$ cat config.mk
export PLATFORM = sky130hd
export DESIGN_NAME = osc_tick_sched
export DESIGN_NICKNAME = d
export VERILOG_FILES = /design/src/rtl/osc_tick_sched_pkg.sv /design/src/rtl/osc_tick_sync.sv /design/src/rtl/osc_tick_sched.sv
export SDC_FILE = /design/constraint.sdc
export NUM_CORES = 1
export LEC_CHECK = 0
export CAP_MARGIN = 25
export CORE_ASPECT_RATIO = 1.75
export CORE_UTILIZATION = 45
export DETAILED_ROUTE_END_ITERATION = 12
export MAX_ROUTING_LAYER = met4
export PLACE_DENSITY = 0.68
export SLEW_MARGIN = 20
export SYNTH_ARGS = -nofsm -noshare
export SYNTH_HDL_FRONTEND = slang
export SYNTH_SLANG_ARGS = --single-unit
$ cat constraint.sdc
create_clock -name clk -period 10.4 [get_ports clk]
set_input_delay 1.56 -clock clk [delete_from_list [all_inputs] [get_ports clk]]
set_output_delay 1.56 -clock clk [all_outputs]
set_load 0.01 [all_outputs]
$ cat src/rtl/osc_tick_sched_pkg.sv
// Shared types, default parameters and the round-robin pick for osc_tick_sched.
// The optional periodic reload is enabled with the macro OSC_TICK_SCHED_PERIODIC_EN.
package osc_tick_sched_pkg;

    localparam int DEF_N_REQ       = 4;
    localparam int DEF_CNT_W       = 8;
    localparam int DEF_SYNC_STAGES = 2;
    localparam int DEF_RES_CYC     = 2;
    localparam int MAX_REQ         = 8;

    typedef enum logic [1:0] {
        ST_OFF   = 2'd0,
        ST_START = 2'd1,
        ST_RUN   = 2'd2
    } state_t;

    typedef struct packed {
        logic       valid;
        logic [2:0] idx;
    } grant_t;

    // First set bit of elig at or after ptr, wrapping modulo n.
    function automatic grant_t rr_grant(input logic [MAX_REQ-1:0] elig,
                                        input logic [2:0]         ptr,
                                        input int                 n);
        grant_t g;
        int     c;
        g = '0;
        for (int k = 0; k < MAX_REQ; k++) begin
            c = int'(ptr) + k;
            if (c >= n) c = c - n;
            if (k < n && !g.valid && elig[3'(c)]) begin
                g.valid = 1'b1;
                g.idx   = 3'(c);
            end
        end
        return g;
    endfunction

endpackage

$ cat src/rtl/osc_tick_sync.sv
// Synchroniser for the asynchronous timer output followed by a registered
// rising-edge pulse that is only produced while enabled.
module osc_tick_sync #(
    parameter int STAGES = 2
) (
    input  logic clk,
    input  logic reset,
    input  logic en,
    input  logic din,
    output logic pulse
);

    logic [STAGES-1:0] sync_q;
    logic              prev_q;
    logic              level;

    assign level = sync_q[STAGES-1];

    // prev_q follows the level even while disabled, so a level that is already
    // high when RUN begins never counts as an edge.
    always_ff @(posedge clk) begin
        if (reset) begin
            sync_q <= '0;
            prev_q <= 1'b0;
            pulse  <= 1'b0;
        end else begin
            sync_q <= STAGES'({sync_q, din});
            prev_q <= level;
            pulse  <= en & level & ~prev_q;
        end
    end

endmodule

$ cat src/rtl/osc_tick_sched.sv
// Shares the oscillator timer tick among N_REQ one-shot down-counters and keeps
// the timer powered only while a channel needs it. Macro: OSC_TICK_SCHED_PERIODIC_EN.
module osc_tick_sched
    import osc_tick_sched_pkg::*;
#(
    parameter int N_REQ       = DEF_N_REQ,
    parameter int CNT_W       = DEF_CNT_W,
    parameter int SYNC_STAGES = DEF_SYNC_STAGES,
    parameter int RES_CYC     = DEF_RES_CYC
) (
    input  logic                   clk,
    input  logic                   reset,
    input  logic                   tmr_in,
    output logic                   osc_dis,
    output logic                   tmr_res,
    input  logic [N_REQ-1:0]       req,
    input  logic [N_REQ*CNT_W-1:0] load_val,
    output logic [N_REQ-1:0]       ack,
    output logic [N_REQ-1:0]       busy,
    output logic [N_REQ-1:0]       done,
    output logic                   tick
);

    localparam int PTR_W = (N_REQ > 1) ? $clog2(N_REQ) : 1;
    localparam int RES_W = (RES_CYC > 1) ? $clog2(RES_CYC + 1) : 1;

    state_t             state, state_nxt;
    logic [RES_W-1:0]   res_cnt;
    logic [PTR_W-1:0]   ptr;
    logic [N_REQ-1:0]   armed, busy_q, ack_q, done_q, elig, need;
    logic [CNT_W-1:0]   cnt [N_REQ];
    logic [CNT_W-1:0]   val [N_REQ];
`ifdef OSC_TICK_SCHED_PERIODIC_EN
    logic [CNT_W-1:0]   cap [N_REQ];
`endif
    logic               run;
    logic               tick_raw;
    logic               tick_run;
    grant_t             grant;

    assign run      = (state == ST_RUN);
    assign tick_run = tick_raw & run;

    osc_tick_sync #(.STAGES(SYNC_STAGES)) u_sync (
        .clk   (clk),
        .reset (reset),
        .en    (run),
        .din   (tmr_in),
        .pulse (tick_raw)
    );

    // A zero-valued eligible request is served without waking the timer.
    always_comb begin
        for (int i = 0; i < N_REQ; i++) begin
            val[i]  = load_val[i*CNT_W +: CNT_W];
            elig[i] = req[i] & ~busy_q[i] & armed[i];
            need[i] = busy_q[i] | (elig[i] & (val[i] != '0));
        end
    end

    assign grant = rr_grant(MAX_REQ'(elig), 3'(ptr), N_REQ);

    // NOTE: sequential state uses non-blocking assignments so every register
    // samples the pre-edge values regardless of statement order.
    always_ff @(posedge clk) begin
        if (reset) begin
            state   <= ST_OFF;
            res_cnt <= '0;
        end else begin
            state   <= state_nxt;
            res_cnt <= (state == ST_START) ? res_cnt + 1'b1 : '0;
        end
    end

    // NOTE: every output of this block gets a default first, so no path can
    // leave one unassigned and infer a latch.
    always_comb begin
        state_nxt = state;
        osc_dis   = 1'b1;
        tmr_res   = 1'b1;
        case (state)
            ST_OFF: begin
                if (|need) state_nxt = ST_START;
            end
            ST_START: begin
                osc_dis = 1'b0;
                if (res_cnt == RES_W'(RES_CYC - 1)) state_nxt = ST_RUN;
            end
            ST_RUN: begin
                osc_dis = 1'b0;
                tmr_res = 1'b0;
                if (!(|need)) state_nxt = ST_OFF;
            end
            default: state_nxt = ST_OFF;
        endcase
    end

    // NOTE: the counter array is small and must read zero after reset, so it is
    // reset like ordinary flops rather than left as an uninitialised memory.
    always_ff @(posedge clk) begin
        if (reset) begin
            ptr    <= '0;
            armed  <= '1;
            busy_q <= '0;
            ack_q  <= '0;
            done_q <= '0;
            for (int i = 0; i < N_REQ; i++) begin
                cnt[i] <= '0;
`ifdef OSC_TICK_SCHED_PERIODIC_EN
                cap[i] <= '0;
`endif
            end
        end else begin
            ack_q  <= '0;
            done_q <= '0;
            if (grant.valid)
                ptr <= (int'(grant.idx) == N_REQ - 1) ? '0 : PTR_W'(int'(grant.idx) + 1);
            for (int i = 0; i < N_REQ; i++) begin
                if (!req[i]) armed[i] <= 1'b1;
                // A channel being loaded is idle, so it never decrements on the same tick.
                if (grant.valid && int'(grant.idx) == i) begin
                    armed[i]  <= 1'b0;
                    ack_q[i]  <= 1'b1;
                    cnt[i]    <= val[i];
                    busy_q[i] <= (val[i] != '0);
                    done_q[i] <= (val[i] == '0);
`ifdef OSC_TICK_SCHED_PERIODIC_EN
                    cap[i]    <= val[i];
`endif
                end else if (busy_q[i] && tick_run && cnt[i] != '0) begin
                    if (cnt[i] == CNT_W'(1)) begin
                        done_q[i] <= 1'b1;
`ifdef OSC_TICK_SCHED_PERIODIC_EN
                        if (req[i] && cap[i] != '0) begin
                            cnt[i] <= cap[i];
                        end else begin
                            cnt[i]    <= '0;
                            busy_q[i] <= 1'b0;
                        end
`else
                        cnt[i]    <= '0;
                        busy_q[i] <= 1'b0;
`endif
                    end else begin
                        cnt[i] <= cnt[i] - 1'b1;
                    end
                end
            end
        end
    end

    assign ack  = ack_q;
    assign busy = busy_q;
    assign done = done_q;
    assign tick = tick_run;

endmodule

Word-level counts from Yosys, hierarchy flattened
Memory sizes are Yosys's and may differ from the RTL's.
Index checks and enable logic that the tools add are counted.

storage, ports and cells
  memories kept = 1
  bits of input ports = 39
  bits in registers = 26
  output and inout port bits = 15
  word-level logic and storage cells = 257
  RAM bits = 32

cells by class
  reduce and logical (&&, ||, !) cells = 48
  bitwise gates (word level) = 37
  mux-type cells = 117
  equality and inequality tests = 17
  $lt $le $gt $ge = 8
  add/subtract/negate cells = 13

memories
  name  words  bits a word  rd ports  clocked after memory_dff  wr ports  line                  source
  cnt   4      8            4         0                         4         osc_tick_sched.sv:31  logic [CNT_W-1:0] cnt [N_REQ];

operators by type and width
  cell                                                 number
  2-to-1 mux 8 bit                                     12
  2-to-1 mux 1 bit                                     88
  nonzero test 8 bit                                   8
  equality test 8 x 1 -> 1 bit, second input constant  4
  zero test 8 bit                                      4
  subtractor 8 x 1 -> 8 bit, second input constant     4
  < comparator 3 x 5 -> 1 bit, second input constant   4
  2-to-1 mux 4 bit                                     4
  OR 1 bit                                             16
  nonzero test 2 bit                                   8
  AND 1 bit                                            15
  logical AND 1 bit                                    15
  binary-select mux 1 bit (select 3 bit)               4
  2-to-1 mux 3 bit                                     4
  != test 2 x 1 -> 1 bit, second input constant        5
  >= comparator 3 bit, second input constant           3
  subtractor 3 bit, second input constant              3
  2-to-1 mux 2 bit                                     4
  AND reduction 2 bit                                  4
  adder 2 x 2 -> 3 bit, second input constant          2
  equality test 3 bit, second input constant           2
  inverter 1 bit                                       6
  one-hot mux 2 bit (3 select lines)                   1
  adder 2 x 1 -> 2 bit, second input constant          2
  13 further kinds                                     18

Depth between registers and ports, before layout
Gate-level depths: netlist of run 1.

  depth after elaboration = 24
  gate-level depth with buffers = 15
  gate-level depth less buffers = 13

Modules after synthesis
From an unflattened synthesis of run 1, not the netlist that was laid out.

unflattened totals
  cell total of the unflattened synthesis = 421
  area total of the unflattened synthesis = 4017.6 µm²

by module, submodules not included
  module          area an instance (µm²)  sequential area each (µm²)  times used  cells each
  osc_tick_sched  3898.7                  1401.3                      1           413
  osc_tick_sync   118.9                   80.1                        1           8

Least setup slack after synthesis of run 1
OpenSTA, ideal clock, no wires.

  kind = input-to-reg
  start point = input port req[2]
  end point = memory cnt[1][0] (netlist bit) (enable)
  slack = 6.321 ns
  arrival time = 3.743 ns
  buffers on the path = 2
  library setup time = 0.337 ns
  cell stages on the path = 11
  required time = 10.063 ns
  path through = and3b_1 nor3_1 or3_1 buf_2 and2_1 a221oi_1 ha_1 inv_1 a311oi_2 buf_6 a311o_1

RTL lines
  what         line                  source
  from (decl)  osc_tick_sched.sv:16  input logic [N_REQ-1:0] req,
  to (decl)    osc_tick_sched.sv:31

==> impl_metrics.env, run 1 <==
export IMPL_totalPowerFinal_mw=1.48
export IMPL_cts_tree="yes"
export IMPL_ys_seq_elements=58
export IMPL_gp_congestion=0.919
export IMPL_slew_viol_final=0
export IMPL_dp_worst_setup_slack_ns=5.46
export IMPL_seqCellArea_um2=1480
export IMPL_fin_util_pct=56.6
export IMPL_yosys_area_share_simple_pct=24.7
export IMPL_synthArstFlopShare_pct=0
export IMPL_post_drt_via_cell_ratio=5.72
export IMPL_synth_seq_area_share_pct=38.8
export IMPL_synthTopCellsByArea="edfxtp_1 25%, dfxtp_1 14%, ha_1 8.5%"
export IMPL_synth_top_family_by_area="simple AND/OR/NAND/NOR gates"
export IMPL_cp_start_kind="input pin"
export IMPL_r2r_start="ptr[0]"
export IMPL_drive_gt1_share_pct=6.73
export IMPL_finClkSkew_ns=0.00610
export IMPL_synthCells=389
export IMPL_muxShareOfSynthArea_pct=3.34
export IMPL_final_cell_mix="53 x clkdlybuf4s50_1, 39 x nand3b_1, 32 x o31ai_1, 32 x edfxtp_1"
export IMPL_power_leakage_nw=1.69
export IMPL_rsz0062_at_grt="false"
export IMPL_cts_sinks=58
export IMPL_min_from="u_sync.prev_q"
export IMPL_coreArea_um2=8260
export IMPL_fp_dieW_um=71.6
export IMPL_antenna_found_initial=0
export IMPL_die_area_um2=8870
export IMPL_grt_pass1_wl_mm=14.2
export IMPL_rows=44
export IMPL_grt_max_degree=60
export IMPL_synth_fp_nets=454
export IMPL_grt_overflow=0
export IMPL_clockBufferDepth=2
export IMPL_setup_viol=0
export IMPL_syn_cell_area_um2=3820
export IMPL_synth_edff_count=32
export IMPL_arrival_ns=4.60
export IMPL_h_tree_depth=3
export IMPL_pin_count=54
export IMPL_period_minus_slack_ns=4.61
export IMPL_synthXorXnorAreaFrac_pct=5.74
export IMPL_cp_startpoint="req[3]"
export IMPL_crit_fanout=21
export IMPL_layout_commonest_cell="clkdlybuf4s50_1"
export IMPL_synth_compound_area_share_pct=14.4
export IMPL_power_density_nw_per_um2=317
export IMPL_worstSkewPairLatency_ns=0.33
export IMPL_wire_per_inst_um=16.2
export IMPL_setup_tns_ns=0
export IMPL_cap_violations=0
export IMPL_cts_buffers=9
export IMPL_synthAdderAreaFrac_pct=8.52
export IMPL_ys_warn_count=0
export IMPL_first_pass_iters=4
export IMPL_max_vdd_ir_drop_uv=162
export IMPL_clk_pin_slew_worst_paths_ns=0.05
export IMPL_root_buffer="clkbuf_16"
export IMPL_yosysUniqueCellTypes=50
export IMPL_place_hpwl_mm=6.52
export IMPL_io_buffers=53
export IMPL_timing_fmax_ghz=0.217
export IMPL_multi_input_area_um2=2160
export IMPL_nets=506
export IMPL_drtAntennaViolNets=0
export IMPL_diodes=0
export IMPL_cts_setup_buffers=0
export IMPL_tightest_slew_ns=0.625
export IMPL_synth_largest_area_cell="edfxtp_1"
export IMPL_fin_crit_sh_pct=44.4
export IMPL_start_util_pct=46.2
export IMPL_drc=0
export IMPL_vias=3079
export IMPL_ys_flop_type="edfxtp_1"
export IMPL_fin_ws_ns=5.79
export IMPL_cts_resized=0
export IMPL_routed_wl_mm=8.71
export IMPL_avgSynthCellArea_um2=9.81
export IMPL_finalHoldViolations=0
export IMPL_status="finished, final reports clean"
export IMPL_place_area_um2=4400
export IMPL_area_growth_pct=22.5
export IMPL_hp_class="register to register"
export IMPL_path_class="input pin to register"
export IMPL_max_slew_margin_rel_pct=58.1
export IMPL_grt_pass1_vias=3161
export IMPL_critPathCaptureType="register"
export IMPL_fillers=744
export IMPL_synth_top_area_share_pct=25.2
export IMPL_crit_required_ns=10.39
export IMPL_cts_hold_buf=0
export IMPL_drt_initial_drc_count=163
export IMPL_grt_total_usage_pct=21.9
export IMPL_fp_dieH_um=124
export IMPL_design_area_um2=4670
==> power by group <==
group / switching [mW] / internal [mW] / leakage, nW
Clock: 0.107 / 0.160 / 0.125
Sequential: 0.0792 / 0.359 / 0.552
Combinational: 0.453 / 0.324 / 1.01
==> synth_stat cells, types with 7 or more instances <==
master,number
and3_1,7
clkbuf_1,8
dfxtp_1,26
edfxtp_1,32
ha_1,26
inv_1,19
nand2_1,26
nand2b_1,7
nand3b_1,39
nor2_1,25
nor2b_1,12
nor3_1,11
nor4_1,11
o21ai_0,7
o31ai_1,32
xnor2_1,19
==> cell type report <==
type	instances	share of cell area, %
clock inverter	7	0.964
clock buffer	9	4.82
sequential	58	31.7
tap	92	2.46
timing repair buffer	58	12.2
inverter	20	1.61
multi-input combinational	294	46.3
==> per-stage QoR <==
stage / hold slack [ns] / std cells
5_1_grt: 0.412 / 538
2_1_floorplan: 0.372 / 389
3_5_place_dp: 0.393 / 522
4_1_cts: 0.398 / 538
6_report: 0.402 / 538
3_3_place_gp: 0.378 / 522
==> sequential cells by signal, summed over array words and instances, names as in the netlist <==
| name | count |
|---|---|
| cnt | 32 |
| ack | 4 |
| armed | 4 |
| busy | 4 |
| done | 4 |
| ptr | 2 |
| res_cnt | 2 |
| state | 2 |
| u_sync.sync_q | 2 |
| u_sync.prev_q | 1 |
| u_sync.pulse | 1 |
==> worst max-delay path, stage by stage <==
cell	delay [ns]
clkdlybuf4s50_1	0.44
nand3b_1	0.20
o22ai_1	0.10
o21ai_1	0.47
o22ai_1	0.16
and2_1	0.20
a221oi_1	0.31
ha_1	0.23
inv_1	0.05
a311oi_2	0.21
buf_4	0.28
a311o_1	0.38
==> path summary, 6_finish.rpt <==
path / endpoint / slack [ns] / cells past startpoint
hold / removal: u_sync.pulse / 0.40 / 1
hold reg to reg: u_sync.pulse / 0.40 / 1
setup / recovery: cnt[0][0] / 5.79 / 12
setup reg to reg: cnt[0][0] / 6.01 / 13
==> routing by layer <==
metal | vias up | wire length (um) | part of all wire (%) | global-route usage, %
met5 | - | 0 | 0 | -
met4 | 0 | 314 | 3.6 | 12.3
met3 | 21 | 300 | 3.4 | 3.64
met2 | 79 | 4620 | 53 | 39.7
met1 | 1434 | 3480 | 40 | 21.9
li1 | 1545 | - | - | -
==> cells by family (layout without fill, tap and decap cells) <==
kind of cell,Yosys count,in the layout
compound gates,69,69
buf+inv,37,94
fa+ha+maj,26,26
mux,11,11
simple gates,163,163
flops,58,58
xor+xnor,25,25
Power figures use the tool's default switching activity.
==> inputs of run 2 (changes only) <==
PLACE_DENSITY = 0.7   (was 0.68)
clock period = 4.1 ns   (was 10.4 ns; I/O delays follow)
==> run 2 against run 1 <==
Clock skew barely moved. Design area rose by 1.2%. Power rose to 2.6 times the previous value. Combinational power rose to 2.6 times the previous value. Wire length fell by 1.5%. Non-clock buffer count is 2 higher. Register-to-register slack got worse by 5.7 ns. First-iteration DRC count decreased by 1.8%. Die area unchanged. Sequential cell count is the same. Final cell count increased by 0.37%. Critical path type is now register to register.
==> impl_metrics.env, run 2 (same netlist as run 1, synthesis figures left out) <==
export IMPL_rows=44
export IMPL_r2r_start="ptr[0]"
export IMPL_cts_tree="yes"
export IMPL_arrival_ns=3.76
export IMPL_grt_total_usage_pct=22.2
export IMPL_cpPeakStageDelay_ns=0.57
export IMPL_grt_overflow=0
export IMPL_min_from="u_sync.prev_q"
export IMPL_fp_dieW_um=71.6
export IMPL_fin_crit_sh_pct=92.1
export IMPL_cpLargestDelayFamily="compound AO/OA/AOI/OAI gates"
export IMPL_grt_pass1_wl_mm=14.7
export IMPL_max_vdd_ir_drop_uv=351
export IMPL_cts_hold_buf=0
export IMPL_crit_required_ns=4.09
export IMPL_drtAntennaViolNets=0
export IMPL_min_to="u_sync.pulse"
export IMPL_area_growth_pct=23.9
export IMPL_totalPowerFinal_mw=3.89
export IMPL_cts_setup_buffers=0
export IMPL_hp_class="register to register"
export IMPL_fillers=714
export IMPL_wire_per_inst_um=15.9
export IMPL_root_buffer="clkbuf_16"
export IMPL_reg2reg_depth=11
export IMPL_final_cell_mix="53 x clkdlybuf4s50_1, 39 x nand3b_1, 32 x o31ai_1, 32 x edfxtp_1"
export IMPL_drc=0
export IMPL_cts_sinks=58
export IMPL_slew_viol_final=0
export IMPL_pin_count=54
export IMPL_vias=3124
export IMPL_seqCellArea_um2=1480
export IMPL_h_tree_depth=3
export IMPL_die_area_um2=8870
export IMPL_setup_tns_ns=0
export IMPL_tightest_slew_ns=0.655
export IMPL_io_buffers=53
export IMPL_power_density_nw_per_um2=822
export IMPL_cp_cell_sequence="clkinv_1 > ha_1 > nand2_1 > nor3_1 > or3_1 > and2_1 > a221oi_1 > ha_1 > inv_1 > a311oi_2 > a311o_1"
export IMPL_r2r_setup_slack_ns=0.32
export IMPL_multi_input_area_um2=2160
export IMPL_period_minus_slack_ns=3.78
export IMPL_coreArea_um2=8260
export IMPL_largest_register="cnt"
export IMPL_path_class="register to register"
export IMPL_clk_pin_slew_worst_paths_ns=0.05
export IMPL_timing_fmax_ghz=0.265
export IMPL_drive_gt1_share_pct=6.70
export IMPL_min_delay_path_depth=1
export IMPL_critPathCaptureType="register"
export IMPL_power_leakage_nw=1.73
export IMPL_holdWs_ns=0.391
export IMPL_cp_slowest_cell="dfxtp_1"
export IMPL_grt_max_degree=60
export IMPL_nets=508
export IMPL_cap_violations=0
export IMPL_place_hpwl_mm=6.23
export IMPL_r2r_end="cnt[0][1]"
export IMPL_layout_commonest_cell="clkdlybuf4s50_1"
export IMPL_finClkSkew_ns=0.00580
export IMPL_setup_viol=0
export IMPL_path_buf_inv=2
export IMPL_gp_congestion=0.914
export IMPL_routed_wl_mm=8.58
export IMPL_cp_start_kind="register"
export IMPL_clockBufferDepth=2
export IMPL_antenna_found_initial=0
export IMPL_rsz0062_at_grt="false"
export IMPL_drt_initial_drc_count=160
export IMPL_max_slew_margin_rel_pct=56.1
export IMPL_worstSkewPairLatency_ns=0.33
export IMPL_start_util_pct=46.2
export IMPL_largest_reg_flops=32
export IMPL_crit_fanout=11
export IMPL_first_pass_iters=5
export IMPL_cts_buffers=9
export IMPL_fp_dieH_um=124
export IMPL_diodes=0
export IMPL_finalHoldViolations=0
export IMPL_cts_resized=0
export IMPL_grt_pass1_vias=3196
export IMPL_post_drt_via_cell_ratio=5.79
export IMPL_status="finished, final reports clean"
export IMPL_crit_path_frequent_cell="ha_1"
==> run 2: changes by cell type in the layout (fill, tap and decap cells not counted) <==
cell / previous run / this run
clkinvlp_4: 3 / 0
buf_4: 5 / 7
bufinv_16: 0 / 2
clkbuf_1: 0 / 1
clkinv_1: 2 / 3
clkinv_2: 2 / 1
clkinv_4: 0 / 1
inv_6: 1 / 0
==> run 2: worst max path at each step <==
stage	end	slack, ns	cells past startpoint	start
6_report	cnt[0][1]	0.32	11	ptr[0]
5_1_grt	cnt[0][4]	0.05	11	ptr[0]
4_1_cts	cnt[0][1]	0.33	11	ptr[0]
3_5_place_dp	cnt[0][4]	0.24	10	req[2]
3_3_place_gp	cnt[0][5]	0.36	10	req[2]
2_1_floorplan	cnt[1][0]	0.47	14	ptr[0]
==> run 2: per-layer routing <==
metal | part of all wire, % | track usage [%] | routed length (um) | up-vias
met5 | 0 | - | 0 | -
met1 | 41 | 23.6 | 3500 | 1484
met4 | 2.1 | 10.0 | 182 | 0
met2 | 53 | 39.3 | 4550 | 75
li1 | - | - | - | 1553
met3 | 4.0 | 4.29 | 339 | 12
==> run 2: metrics by stage <==
stage | setup slack (ns) | utilization (%) | area [um^2] | std cells
final | 0.325 | 57.3 | 4730 | 540
after global routing | 0.0484 | 57.3 | 4730 | 540
after CTS | 0.333 | 57.3 | 4730 | 540
after detailed placement | 0.236 | 53.5 | 4420 | 524
after global placement | 0.357 | 53.5 | 4420 | 524
after floorplan | 0.472 | - | 3820 | 389
==> run 2: final cells by class <==
class                   instances  share of cell area, %
clock buffers                  10                   4.84
clock inverters                 6                   1.72
inverters                      20                   1.59
multi-input cells             294                   45.8
flip-flops and latches         58                   31.3
well taps                      92                   2.43
repair buffers                 60                   12.3
==> run 2: where the power goes <==
part / internal, mW / total [mW] / switching (mW) / leakage (nW)
registers: 0.912 / 1.11 / 0.200 / 0.552
logic: 0.837 / 1.99 / 1.15 / 1.02
clock network: 0.527 / 0.784 / 0.257 / 0.152
total: 2.28 / 3.89 / 1.61 / 1.73
==> inputs of run 3 (changes only) <==
MAX_ROUTING_LAYER = unset   (was met4)
==> run 3 against run 2 <==
Final cell count is the same. Power is essentially flat. Global-route usage shrank 0.63 points. Wire length is essentially flat. First-iteration DRC count shrank 6.9%.
==> impl_metrics.env, run 3 (same netlist as run 1, synthesis figures left out) <==
export IMPL_wire_per_inst_um=15.9
export IMPL_fp_dieH_um=124
export IMPL_slew_viol_final=0
export IMPL_die_area_um2=8870
export IMPL_cp_startpoint="ptr[0]"
export IMPL_clk_pin_slew_worst_paths_ns=0.05
export IMPL_layout_commonest_cell="clkdlybuf4s50_1"
export IMPL_vias=3123
export IMPL_status="finished, final reports clean"
export IMPL_final_cell_mix="53 x clkdlybuf4s50_1, 39 x nand3b_1, 32 x o31ai_1, 32 x edfxtp_1"
export IMPL_cp_cell_sequence="clkinv_1 > ha_1 > nand2_1 > nor3_1 > or3_1 > and2_1 > a221oi_1 > ha_1 > inv_1 > a311oi_2 > a311o_1"
export IMPL_r2r_setup_slack_ns=0.32
export IMPL_grt_pass1_wl_mm=14.7
export IMPL_hp_class="register to register"
export IMPL_root_buffer="clkbuf_16"
export IMPL_rows=44
export IMPL_cts_resized=0
export IMPL_cts_sinks=58
export IMPL_max_vdd_ir_drop_uv=351
export IMPL_crit_fanout=11
export IMPL_path_class="register to register"
export IMPL_clockBufferDepth=2
export IMPL_r2r_end="cnt[0][1]"
export IMPL_grt_max_degree=60
export IMPL_wl_met2_mm=4.49
export IMPL_power_density_nw_per_um2=822
export IMPL_fin_cells=540
export IMPL_cts_setup_buffers=0
export IMPL_largest_reg_flops=32
export IMPL_io_buffers=53
export IMPL_cts_hold_buf=0
export IMPL_place_inst=524
export IMPL_largest_register="cnt"
export IMPL_drt_met1_wl_mm=3.52
export IMPL_cts_tree="yes"
export IMPL_r2r_start="ptr[0]"
export IMPL_grt_pass1_vias=3187
export IMPL_drtAntennaViolNets=0
export IMPL_finalHoldViolations=0
export IMPL_start_util_pct=46.2
export IMPL_dr_wl_met3_um=338
export IMPL_min_to="u_sync.pulse"
export IMPL_antenna_found_initial=0
export IMPL_crit_required_ns=4.09
export IMPL_cts_buffers=9
export IMPL_power_leakage_nw=1.73
export IMPL_diodes=0
export IMPL_coreArea_um2=8260
export IMPL_setup_tns_ns=0
export IMPL_arrival_ns=3.77
export IMPL_tightest_slew_ns=0.664
export IMPL_rsz0062_at_grt="false"
export IMPL_fillers=714
export IMPL_grt_overflow=0
export IMPL_setup_viol=0
export IMPL_nets=508
export IMPL_drt_initial_drc_count=149
export IMPL_pin_count=54
export IMPL_routed_wl_mm=8.57
export IMPL_cp_start_kind="register"
export IMPL_period_minus_slack_ns=3.78
export IMPL_h_tree_depth=3
export IMPL_grt_total_usage_pct=21.5
export IMPL_cp_slowest_cell="dfxtp_1"
export IMPL_reg2reg_depth=11
export IMPL_cp_num_cells=11
export IMPL_cap_violations=0
export IMPL_fin_crit_sh_pct=92.3
export IMPL_cpLargestDelayFamily="compound AO/OA/AOI/OAI gates"
export IMPL_worstSkewPairLatency_ns=0.33
export IMPL_path_buf_inv=2
export IMPL_drive_gt1_share_pct=6.70
export IMPL_min_delay_path_depth=1
export IMPL_drc=0
export IMPL_post_drt_via_cell_ratio=5.78
export IMPL_place_hpwl_mm=6.23
export IMPL_top_layer="met4"
export IMPL_finClkSkew_ns=0.00810
export IMPL_min_from="u_sync.prev_q"
export IMPL_gp_congestion=0.899
export IMPL_timing_fmax_ghz=0.264
export IMPL_first_pass_iters=5
export IMPL_area_growth_pct=23.9
export IMPL_critPathCaptureType="register"
export IMPL_max_slew_margin_rel_pct=55.6
export IMPL_fp_dieW_um=71.6
export IMPL_cpPeakStageDelay_ns=0.58
export IMPL_crit_path_frequent_cell="ha_1"
-- run 3: worst max-delay path by stage --
stage / end / slack, ns
finish: cnt[0][1] / 0.32
global route: cnt[0][4] / 0.05
CTS: cnt[0][1] / 0.33
detailed placement: cnt[0][4] / 0.24
global placement: cnt[0][5] / 0.36
floorplan: cnt[1][0] / 0.47
-- run 3: worst reg2reg max path, delay by kind of cell, from the launching register on --
family | cells | cell delay (ns)
buffers and inverters | 2 | 0.21
flip-flops | 1 | 0.58
AO/OA/AOI/OAI | 3 | 1.07
AND/OR/NAND/NOR | 4 | 0.92
adder cells (fa/ha/maj) | 2 | 0.67
-- run 3: area by class of cell --
type	instances	area [um^2]	share of cell area, %
Clock inverter	6	81.3	1.72
Timing Repair Buffer	60	583	12.3
Inverter	20	75.1	1.59
Sequential cell	58	1480	31.3
Clock buffer	10	229	4.84
Multi-Input combinational cell	294	2160	45.8
Tap cell	92	115	2.43
-- run 3: metal layers --
layer,vias to the layer above,global-route usage [%]
met5,-,0
met4,0,10.0
met3,15,4.77
met2,66,39.5
met1,1490,23.1
li1,1552,-
-- run 3: per-stage QoR --
step           hold WS (ns)  power, mW  utilization (%)  area [um^2]  setup WS (ns)
2_1_floorplan         0.372       2.66                -         3820          0.472
5_1_grt               0.401       4.21             57.3         4730         0.0483
3_5_place_dp          0.387       3.10             53.5         4420          0.236
3_3_place_gp          0.384       3.06             53.5         4420          0.357
4_1_cts               0.393       3.90             57.3         4730          0.333
6_report              0.390       3.89             57.3         4730          0.318
-- run 3: report_power, final --
part	internal [mW]	total (mW)	switching [mW]	leakage [nW]
Combinational	0.837	1.99	1.15	1.02
Clock	0.527	0.783	0.256	0.152
Sequential	0.912	1.11	0.200	0.552
==> patch (settings of run 1) <==
Make the reset (`reset`) asynchronous in 3 clocked blocks.
--- a/src/rtl/osc_tick_sync.sv
+++ b/src/rtl/osc_tick_sync.sv
@@ -20,3 +20,3 @@
     // high when RUN begins never counts as an edge.
-    always_ff @(posedge clk) begin
+    always_ff @(posedge clk or posedge reset) begin
         if (reset) begin
--- a/src/rtl/osc_tick_sched.sv
+++ b/src/rtl/osc_tick_sched.sv
@@ -64,3 +64,3 @@
     // samples the pre-edge values regardless of statement order.
-    always_ff @(posedge clk) begin
+    always_ff @(posedge clk or posedge reset) begin
         if (reset) begin
@@ -99,3 +99,3 @@
     // reset like ordinary flops rather than left as an uninitialised memory.
-    always_ff @(posedge clk) begin
+    always_ff @(posedge clk or posedge reset) begin
         if (reset) begin
Check against the original RTL: differs if reset is asserted again (counterexample within 4 cycles, from zero or initial values and one cycle with reset high); with reset held inactive, the same outputs for 4 cycles.
==> patch against run 1 <==
Clock skew up 0.0024 ns; power down 18%; count of clock-buffer cells in the layout up 4; cell area up 1.8%; global-route usage down 0.22 points; sequential cell count unchanged; critical path depth down 3; area after synthesis up 1.3%; routed wire length down 1.1%; setup slack better by 0.39 ns; non-clock buffer count down 4; die area up 1.3%; first-iteration DRC count down 21%; critical endpoint is now cnt[31]; largest power group unchanged.
==> patch: results (changes against run 1) <==
worst_setup_path:
  arrival_ns: 4.44  # was 4.60 ns
  worst-path-max-fanout: 12  # was 21
  reg2reg_slack_ns: 6.87  # was 6.01 ns
  crit_start: "req[0]"  # was req[3]
  reg2reg_from: "ptr[0]"  # unchanged
  critPathCapture: "cnt[31]"  # was cnt[0][0]
timing:
  whs_ns: 0.345  # was 0.402 ns
  skew_ns: 0.00855  # was 0.00610 ns
  slew_headroom: 0.491  # was 0.581
finish:
  syn_to_final_growth_pct: 23.0  # was 22.5%
  final-nonclk-buf-share: 0.113  # was 0.122
  nFillCells: 746  # was 744
  inv_count: 35  # was 20
  nets: 501  # was 506
  clkCellAreaFrac: 0.0578  # about the same
  seq_cells: 58  # unchanged
  multi_input_gates: 283  # was 294
  nonClockBufferCount: 54  # was 58
drt:
  drt-met1-wl_um: 3360  # was 3480 µm
  num_vias: 3131  # was 3079
  routed_wl_um: 8610  # was 8710 µm
  drtPass1Iterations: 5  # was 4
hold_path:
  worstHoldPathCells: 0  # was 1
  worstHoldStart: "u_sync.sync_q[0]"  # was u_sync.prev_q
  holdPathEnd: "u_sync.sync_q[1]"  # was u_sync.pulse
synth:
  ys_seq_area_frac: 0.377  # was 0.388
  synth.net_count: 444  # was 454
  avgSynthCellArea_um2: 10.1  # was 9.81 µm²
  synth-xor-area-share: 0.0113  # was 0.0574
  synth.area.top_cells: "dfrtp_1 (35%), mux2_4 (7.8%), ha_1 (6.8%), mux2_2 (4.9%), mux2i_1 (3.9%)"  # was edfxtp_1 (25%), dfxtp_1 (14%), ha_1 (8.5%), nand3b_1 (7.7%), o31ai_1 (6.3%)
  synthTopCellsByCount: "dfrtp_1 (54), inv_1 (35), nor2_1 (30)"  # was nand3b_1 (39), edfxtp_1 (32), o31ai_1 (32)
  synth.distinct_cells: 64  # was 50
place:
  dp_cells: 545  # was 522
  placed_cell_area_um2: 4480  # was 4400 µm²
  dpl.hpwl_um: 6430  # was 6520 µm
global_route:
  grt_pass1_wl_um: 14600  # was 14200 µm
  grt_max_degree: 59  # was 60
  grt_pass1_vias: 3168  # was 3161
power_and_ir_drop:
  leakage_nw: 2.22  # was 1.69 nW
run_status:
  status: "complete, no violations"  # unchanged
-- patch: cell count changes after synthesis, sizes merged, moves of 10 or more --
cell	delta
a21oi	+11
dfrtp	+54
dfxtp	-26
edfxtp	-32
inv	+16
mux2	+33
nand3b	-36
nor2b	-10
o21ai	+11
o31ai	-32
xnor2	-16
-- patch: logic make-up (layout without fill, tap and decap cells) --
| group | count (synthesis) | after routing |
|---|---|---|
| and+or+nand+nor | 139 | 139 |
| xor gates and xnor gates | 5 | 5 |
| buffers and inverters | 43 | 105 |
| adders and majority gates | 21 | 21 |
| muxes | 52 | 52 |
| DFF | 58 | 58 |
| AOI/OAI and AO/OA | 66 | 66 |
-- patch: power by group --
group          internal, mW  switching [mW]  leakage [nW]
Clock                 0.173          0.0980         0.139
Combinational         0.280           0.239          1.39
Sequential            0.317           0.102         0.689
Total                 0.770           0.439          2.22
-- patch: routing by layer --
layer,vias to the layer above,global-route usage
met3,31,0.0388
met2,87,0.357
met4,0,0.141
met1,1501,0.232
met5,-,-
li1,1512,-
